### config.mk
export PLATFORM = sky130hd
export DESIGN_NAME = enemy_run_anim_ctrl
export DESIGN_NICKNAME = d
export VERILOG_FILES = /design/src/rtl/enemy_run_anim_ctrl.sv
export SDC_FILE = /design/constraint.sdc
export NUM_CORES = 1
export LEC_CHECK = 0
export CAP_MARGIN = 20
export CORE_MARGIN = 3
export CORE_UTILIZATION = 41
export CTS_BUF_LIST = sky130_fd_sc_hd__clkbuf_4
export DETAILED_ROUTE_END_ITERATION = 10
export DONT_BUFFER_PORTS = 1
export GPL_TIMING_DRIVEN = 1
export PLACE_DENSITY = 0.54
export RECOVER_POWER = 100
export SYNTH_ARGS = -nofsm -noshare
export SYNTH_HDL_FRONTEND = slang
export SYNTH_SLANG_ARGS = --single-unit
### constraint.sdc
create_clock -name Clk -period 3.5 [get_ports Clk]
set_clock_uncertainty 0.2 [all_clocks]
set_input_delay 0.525 -clock Clk [delete_from_list [all_inputs] [get_ports Clk]]
set_output_delay 0.525 -clock Clk [all_outputs]
set_load 0.02 [all_outputs]
### src/rtl/enemy_run_anim_ctrl.sv
// enemy_run_anim_ctrl: running-enemy animation sequencer and sprite pixel pipeline.
// Define ENEMY_ANIM_PINGPONG_EN for a back-and-forth frame order instead of wrapping.
module enemy_run_anim_ctrl #(
  parameter int SPR_W      = 24,
  parameter int SPR_H      = 32,
  parameter int NUM_FRAMES = 4,
  parameter int FRAME_HOLD = 6,
  parameter int ADDR_W     = 12,
  parameter int TRANSP_IDX = 1
) (
  input  logic              Clk,
  input  logic              Reset_n,
  input  logic              vsync_pulse,
  input  logic              run_en,
  input  logic              dir,
  input  logic [9:0]        enemy_x,
  input  logic [9:0]        enemy_y,
  input  logic [9:0]        draw_x,
  input  logic [9:0]        draw_y,
  input  logic              pix_req,
  output logic [ADDR_W-1:0] rom_addr,
  input  logic [2:0]        rom_data,
  output logic [2:0]        pal_index,
  output logic              pix_valid,
  output logic              pix_opaque,
  output logic [1:0]        frame_idx
);

  localparam int HOLD_W     = (FRAME_HOLD > 1) ? $clog2(FRAME_HOLD) : 1;
  localparam int FRAME_AREA = SPR_W * SPR_H;
  localparam logic [HOLD_W-1:0] HOLD_LAST  = HOLD_W'(FRAME_HOLD - 1);
  localparam logic [1:0]        FRAME_LAST = 2'(NUM_FRAMES - 1);
  localparam logic signed [10:0] SPR_W_S   = 11'(SPR_W);
  localparam logic signed [10:0] SPR_H_S   = 11'(SPR_H);

  typedef enum logic {
    IDLE = 1'b0,
    RUN  = 1'b1
  } anim_state_t;

  anim_state_t       state_q, state_d;
  logic [HOLD_W-1:0] hold_q, hold_d;
  logic [1:0]        frame_q, frame_d;
  logic [HOLD_W-1:0] adv_hold;
  logic [1:0]        adv_frame;
`ifdef ENEMY_ANIM_PINGPONG_EN
  logic              down_q, down_d;
  logic              adv_down;
`endif

  always_ff @(posedge Clk or negedge Reset_n) begin
    if (!Reset_n) begin
      state_q <= IDLE;
      hold_q  <= '0;
      frame_q <= '0;
`ifdef ENEMY_ANIM_PINGPONG_EN
      down_q  <= 1'b0;
`endif
    end else begin
      state_q <= state_d;
      hold_q  <= hold_d;
      frame_q <= frame_d;
`ifdef ENEMY_ANIM_PINGPONG_EN
      down_q  <= down_d;
`endif
    end
  end

  // One animation step: bump the hold counter, advancing the frame when it expires.
  always_comb begin
    adv_hold  = hold_q + 1'b1;
    adv_frame = frame_q;
`ifdef ENEMY_ANIM_PINGPONG_EN
    adv_down  = down_q;
`endif
    if (hold_q == HOLD_LAST) begin
      adv_hold = '0;
`ifdef ENEMY_ANIM_PINGPONG_EN
      if (NUM_FRAMES == 1) begin
        adv_frame = 2'd0;
      end else if (!down_q) begin
        if (frame_q == FRAME_LAST) begin
          adv_frame = frame_q - 2'd1;
          adv_down  = 1'b1;
        end else begin
          adv_frame = frame_q + 2'd1;
        end
      end else begin
        if (frame_q == 2'd0) begin
          adv_frame = 2'd1;
          adv_down  = 1'b0;
        end else begin
          adv_frame = frame_q - 2'd1;
        end
      end
`else
      if (frame_q == FRAME_LAST) begin
        adv_frame = 2'd0;
      end else begin
        adv_frame = frame_q + 2'd1;
      end
`endif
    end
  end

  always_comb begin
    state_d = state_q;
    hold_d  = hold_q;
    frame_d = frame_q;
`ifdef ENEMY_ANIM_PINGPONG_EN
    down_d  = down_q;
`endif
    case (state_q)
      IDLE: begin
        if (vsync_pulse && run_en) begin
          state_d = RUN;
          hold_d  = adv_hold;
          frame_d = adv_frame;
`ifdef ENEMY_ANIM_PINGPONG_EN
          down_d  = adv_down;
`endif
        end
      end
      RUN: begin
        if (vsync_pulse) begin
          if (run_en) begin
            hold_d  = adv_hold;
            frame_d = adv_frame;
`ifdef ENEMY_ANIM_PINGPONG_EN
            down_d  = adv_down;
`endif
          end else begin
            state_d = IDLE;
            hold_d  = '0;
            frame_d = '0;
`ifdef ENEMY_ANIM_PINGPONG_EN
            down_d  = 1'b0;
`endif
          end
        end
      end
      default: begin
        state_d = IDLE;
        hold_d  = '0;
        frame_d = '0;
`ifdef ENEMY_ANIM_PINGPONG_EN
        down_d  = 1'b0;
`endif
      end
    endcase
  end

  always_comb begin
    frame_idx = frame_q;
  end

  // Pixel stage 0: signed offsets keep left/top misses and right-edge overhang from wrapping.
  logic signed [10:0] dx, dy;
  logic [10:0]        lx;
  logic               hit_s0;
  logic [ADDR_W-1:0]  addr_s0;

  always_comb begin
    dx      = $signed({1'b0, draw_x}) - $signed({1'b0, enemy_x});
    dy      = $signed({1'b0, draw_y}) - $signed({1'b0, enemy_y});
    hit_s0  = !dx[10] && (dx < SPR_W_S) && !dy[10] && (dy < SPR_H_S);
    lx      = dir ? (11'(SPR_W - 1) - dx) : dx;
    addr_s0 = ADDR_W'((32'(frame_q) * 32'(FRAME_AREA)) + (32'(dy) * 32'(SPR_W)) + 32'(lx));
  end

  logic s1_valid, s1_hit;
  logic opaque_s1;

  always_ff @(posedge Clk or negedge Reset_n) begin
    if (!Reset_n) begin
      rom_addr <= '0;
      s1_valid <= 1'b0;
      s1_hit   <= 1'b0;
    end else begin
      s1_valid <= pix_req;
      s1_hit   <= pix_req && hit_s0;
      if (pix_req && hit_s0) begin
        rom_addr <= addr_s0;
      end
    end
  end

  always_comb begin
    opaque_s1 = s1_hit && (rom_data != 3'(TRANSP_IDX));
  end

  always_ff @(posedge Clk or negedge Reset_n) begin
    if (!Reset_n) begin
      pix_valid  <= 1'b0;
      pix_opaque <= 1'b0;
      pal_index  <= 3'd0;
    end else begin
      pix_valid  <= s1_valid;
      pix_opaque <= opaque_s1;
      pal_index  <= opaque_s1 ? rom_data : 3'd0;
    end
  end

endmodule

==> results.md <==
Status:
- The run finished, with violations left.
- The checks that failed: setup timing.

Yosys:
- The synthesized netlist net count is 440.
- Of all flip-flops after synthesis, the portion carrying an async set or reset was between 90% and 100%.
- During synthesis, Yosys emitted a total of 0 warnings.
- Counting flops with a built-in enable in the synthesized netlist gives 0.
- The flop and latch count out of synthesis is 25.
- The distinct cell type count after synthesis is 59.
- The synthesized instance count is ~340.
- Summed over its instances, the top area cell type makes up between 20% and 30% of the synthesized netlist area.
- Ranked by total cell area, the synthesized netlist is headed by dfrtp_1 (21%), ha_1 (20%), inv_1 (6.0%).
- Sequential elements use between 20% and 30% of the synthesized area.
- After synthesis, the mean cell area works out to between 8 and 9 um2.
- For this run, the leading register cell type out of synthesis is dfrtp_1.
- Summing every instance area after synthesis gives 3020 um2.
- The dominant cell type by area after synthesis is dfrtp_1.

STA:
- The worst pin sits at a relative slew slack of about two fifths.
- Setup repair after global routing could not meet its margin everywhere.
- The post-route worst setup slack is -0.304 ns.
- Timing would allow up to 263 MHz.
- The max-slew violation count is 0.
- The share of the clock period used by the worst path after layout is 109%.
- The number of hold violations in the final report is 0.
- The routed design could run at a clock period as short as around 3.8 ns.
- Setup violations remaining at the end of the flow were counted as 12.
- At the pin with the least slew margin, the transition time is about 0.93 ns.
- On the final layout, the worst hold slack is approximately 0.045 ns.

Global route:
- Across every metal layer, demand over resource in global routing totals about 15%.
- The maximum number of pins on one net before global-route repair is 26.
- The number of antenna violations at the first check in global routing is 0.
- The busiest metal layer after global routing is met2.
- The met3 global-route usage is under 10%.
- The first-pass GRT wire length is 11,100 um.
- For this run, global-route usage on met1 was measured as ~22%.
- The via count of the first global-routing pass was about 2,500.
- In the global route stage, met2 resource usage came out at between 20% and 30%.
- Summed over all layers, the global routing overflow is 0.

Floorplan:
- The die covers roughly 8400 um2.
- The die height is between 90 and 100 um.
- The width of the chip is 91.9 um.
- The effective utilization at floorplan is between 40% and 50%.
- In this run the standard cell core region covers 6980 um2.
- The top-level port count is 68.
- The number of core rows is 30.

Route:
- For this run, design rule violations remaining after detail routing come to 0.
- The remaining antenna violation count after routing is 0.
- The routed wire length is 6530 um.
- The detailed-route via count is around 2,600.
- The pre-antenna-repair detailed-routing pass consisted of 4 iterations.
- After the first detailed-routing iteration, the DRC count stood at 47.
- The ratio of routed vias to standard cells is between 5 and 6.
- Dividing the detail-routed wire length by the instance count gives approximately 13 um.

Cells and area:
- The area growth from synthesis to final layout is 38.3%.
- The design area is 4180 um2.
- Counting the fill cells in the layout gives around 640.
- The top cell types in the final layout, fill and taps aside, are buf_4 (69), inv_1 (39), ha_1 (34), dfrtp_1 (25), nand2_1 (16).
- The library cell used most frequently in the layout, excluding fill and tap cells, is buf_4.
- The repair_antennas step left the layout with diodes totalling 0.
- After the last flow step, the layout net total stands at roughly 500.
- The fraction of final layout cells with drive strength greater than 1 is 39.6%.

Place:
- The placement-stage worst setup slack is -0.760 ns.
- The wire-length estimate of the detail-placed layout is roughly 5400 um.
- The count of buffers added on input and output ports is 0.
- At the end of routability-driven placement, the weighted congestion stood at around 0.77.
- The instance area after placement is 3810 um2.

Power:
- The analysis attributes to cell leakage a power of 0.00200 uW.
- The overall power consumption is between 2000 and 2500 uW.
- Power spread over the standard cell area amounts to approximately 590 nW/um2.
- The worst voltage drop across the vdd grid is ~0.00032 V.

Worst setup path:
- Of all nets on the critical path, the largest fanout is 4.
- The dominant delay contributor by cell family on the critical path is adder cells.
- The largest individual stage delay along the critical path comes from the cell fa_1.
- The startpoint type of the worst setup path is an input pin.
- On the worst path, the slowest cell contributes a delay of 0.55 ns.
- The signal on the critical path passes through clkinv_16, ha_4, fa_2, nor2b_2, o31a_1, a21oi_2, ha_1, o21ai_1, nand2b_1, buf_4, xor2_2, fa_1, ha_4, nand2_1, o21ai_2, o41ai_2, xnor2_1, mux2_4.
- The sum of buffers and inverters on the critical path is 2.
- The most frequent cell on the critical path is ha_4.
- The critical path is of the in2reg type.
- The required time at the endpoint of the critical path is ~3.5 ns.
- At the worst endpoint, the arrival time is approximately 3.8 ns.
- The endpoint type of the worst setup path is a register.

Clocking:
- In this run, CTS created clock tree buffers numbering 3.
- The total number of H-tree levels is 1.
- The longest clock path from root to sink contains 2 buffers.
- The clock tree from TritonCTS is built.
- Clock tree synthesis selected as its root buffer the cell clkbuf_4.
- The clock insertion delay at the later pin of the skew report is a little under 0.3 ns.
- After clock tree synthesis, the clock-pin slew on the worst setup and hold paths is 0.11 ns.
- The sink count of the clock tree is 25.

Run:
- The tool flagged a number of max-cap violations equal to 0.

Hold path:
- The class of the most critical hold timing path is in2reg.
[worst reg2reg max path, cell delays in order, from the launching register on]
cell     delay (ns)
dfrtp_1        0.34
buf_4          0.19
inv_1          0.06
ha_1           0.34
fa_1           0.54
inv_1          0.06
ha_4           0.24
nor3_2         0.19
nor2_2         0.05
o41ai_2        0.05
xnor2_1        0.11
mux2_4         0.27
[worst paths after layout]
path | cells after the start | slack [ns] | startpoint | endpoint
worst min register to register | 0 | 0.17 | s1_valid$_DFF_PN0_ | pix_valid$_DFF_PN0_
max in group asynchronous | 2 | 1.63 | Reset_n | frame_idx[0]$_DFFE_PN0P_
worst min-delay path | 0 | 0.04 | pix_req | s1_valid$_DFF_PN0_
min in group asynchronous | 1 | 0.33 | Reset_n | rom_addr[1]$_DFFE_PN0P_
worst max-delay path | 18 | -0.30 | draw_y[0] | rom_addr[11]$_DFFE_PN0P_
worst max register to register | 11 | 0.74 | frame_idx[0]$_DFFE_PN0P_ | rom_addr[11]$_DFFE_PN0P_
[stage by stage]
stage               cells  TNS (ns)  utilization (%)
CTS                   499     -3.41             56.3
finish                505     -3.42             59.9
global route          505     -5.11             59.9
detailed placement    493     -8.74             54.6
global placement      493     -8.62             54.6
floorplan             336     -4.61                -
[cell usage after synthesis (2+ instances only)]
| cell | count |
|---|---|
| o211ai_1 | 3 |
| a211oi_1 | 4 |
| nor2b_1 | 5 |
| fa_1 | 7 |
| a22o_1 | 2 |
| nand4b_1 | 2 |
| xnor2_1 | 20 |
| inv_1 | 48 |
| o31ai_1 | 2 |
| o21a_1 | 5 |
| or4_1 | 3 |
| a21oi_1 | 15 |
| clkbuf_1 | 2 |
| nand2_1 | 16 |
| o31a_1 | 3 |
| and3_1 | 2 |
| mux2_4 | 10 |
| nor3_1 | 5 |
| xor2_1 | 10 |
| a31oi_1 | 4 |
| a211o_1 | 2 |
| dfrtp_1 | 25 |
| and2_1 | 4 |
| ha_1 | 48 |
| o21bai_1 | 3 |
| a41oi_1 | 2 |
| a21o_1 | 5 |
| nand2b_1 | 10 |
| nand3_1 | 4 |
| nor2_1 | 17 |
| o21ai_0 | 19 |
| mux2_1 | 2 |
[flip-flops by register name, summed over array words and instances, names as in the netlist, named ones only]
name / cells
pal_index: 3
s1_valid: 1
s1_hit: 1
pix_opaque: 1
pix_valid: 1
hold_q: 3
rom_addr: 12
frame_idx: 2
[routing by layer]
layer,wire (um),share of wire (%)
met1,3160,48
met5,0,0
met2,3110,48
met3,216,3.3
met4,41,0.63
[repair_timing]
item	in CTS	in global routing
hold buffers	1	0
pin swaps	13	31
resized for setup	12	34
endpoints found under the setup margin	12	12
endpoints found under the hold margin	25	0
gates cloned	0	1
setup buffers	1	4
[power by group]
| group | switching [uW] | total, uW | internal, uW |
|---|---|---|---|
| logic | 904 | 2010 | 1100 |
| clock network | 71.9 | 124 | 52.1 |
| registers | 33.2 | 346 | 312 |
| total | 1010 | 2480 | 1470 |
[cell type report]
cell class                 count  area [um2]  area share [%]
clock buffer                   4        30.0           0.718
inverter                      48         209            5.00
sequential                    25         626            15.0
tap                           96         120            2.87
timing repair buffer          73         577            13.8
multi-input combinational    259        2620            62.7
[cell families (layout without fill, tap and decap cells)]
group / Yosys count / after routing / synth area share (%)
AO/OA/AOI/OAI: 81 / 81 / 18.3
AND/OR/NAND/NOR: 80 / 80 / 15.0
adder cells (fa/ha/maj): 55 / 55 / 24.5
buffers and inverters: 52 / 125 / 6.75
XOR/XNOR: 30 / 30 / 8.69
flip-flops: 25 / 25 / 20.7
multiplexers: 13 / 13 / 6.08
(Power assumes the default switching activity.)
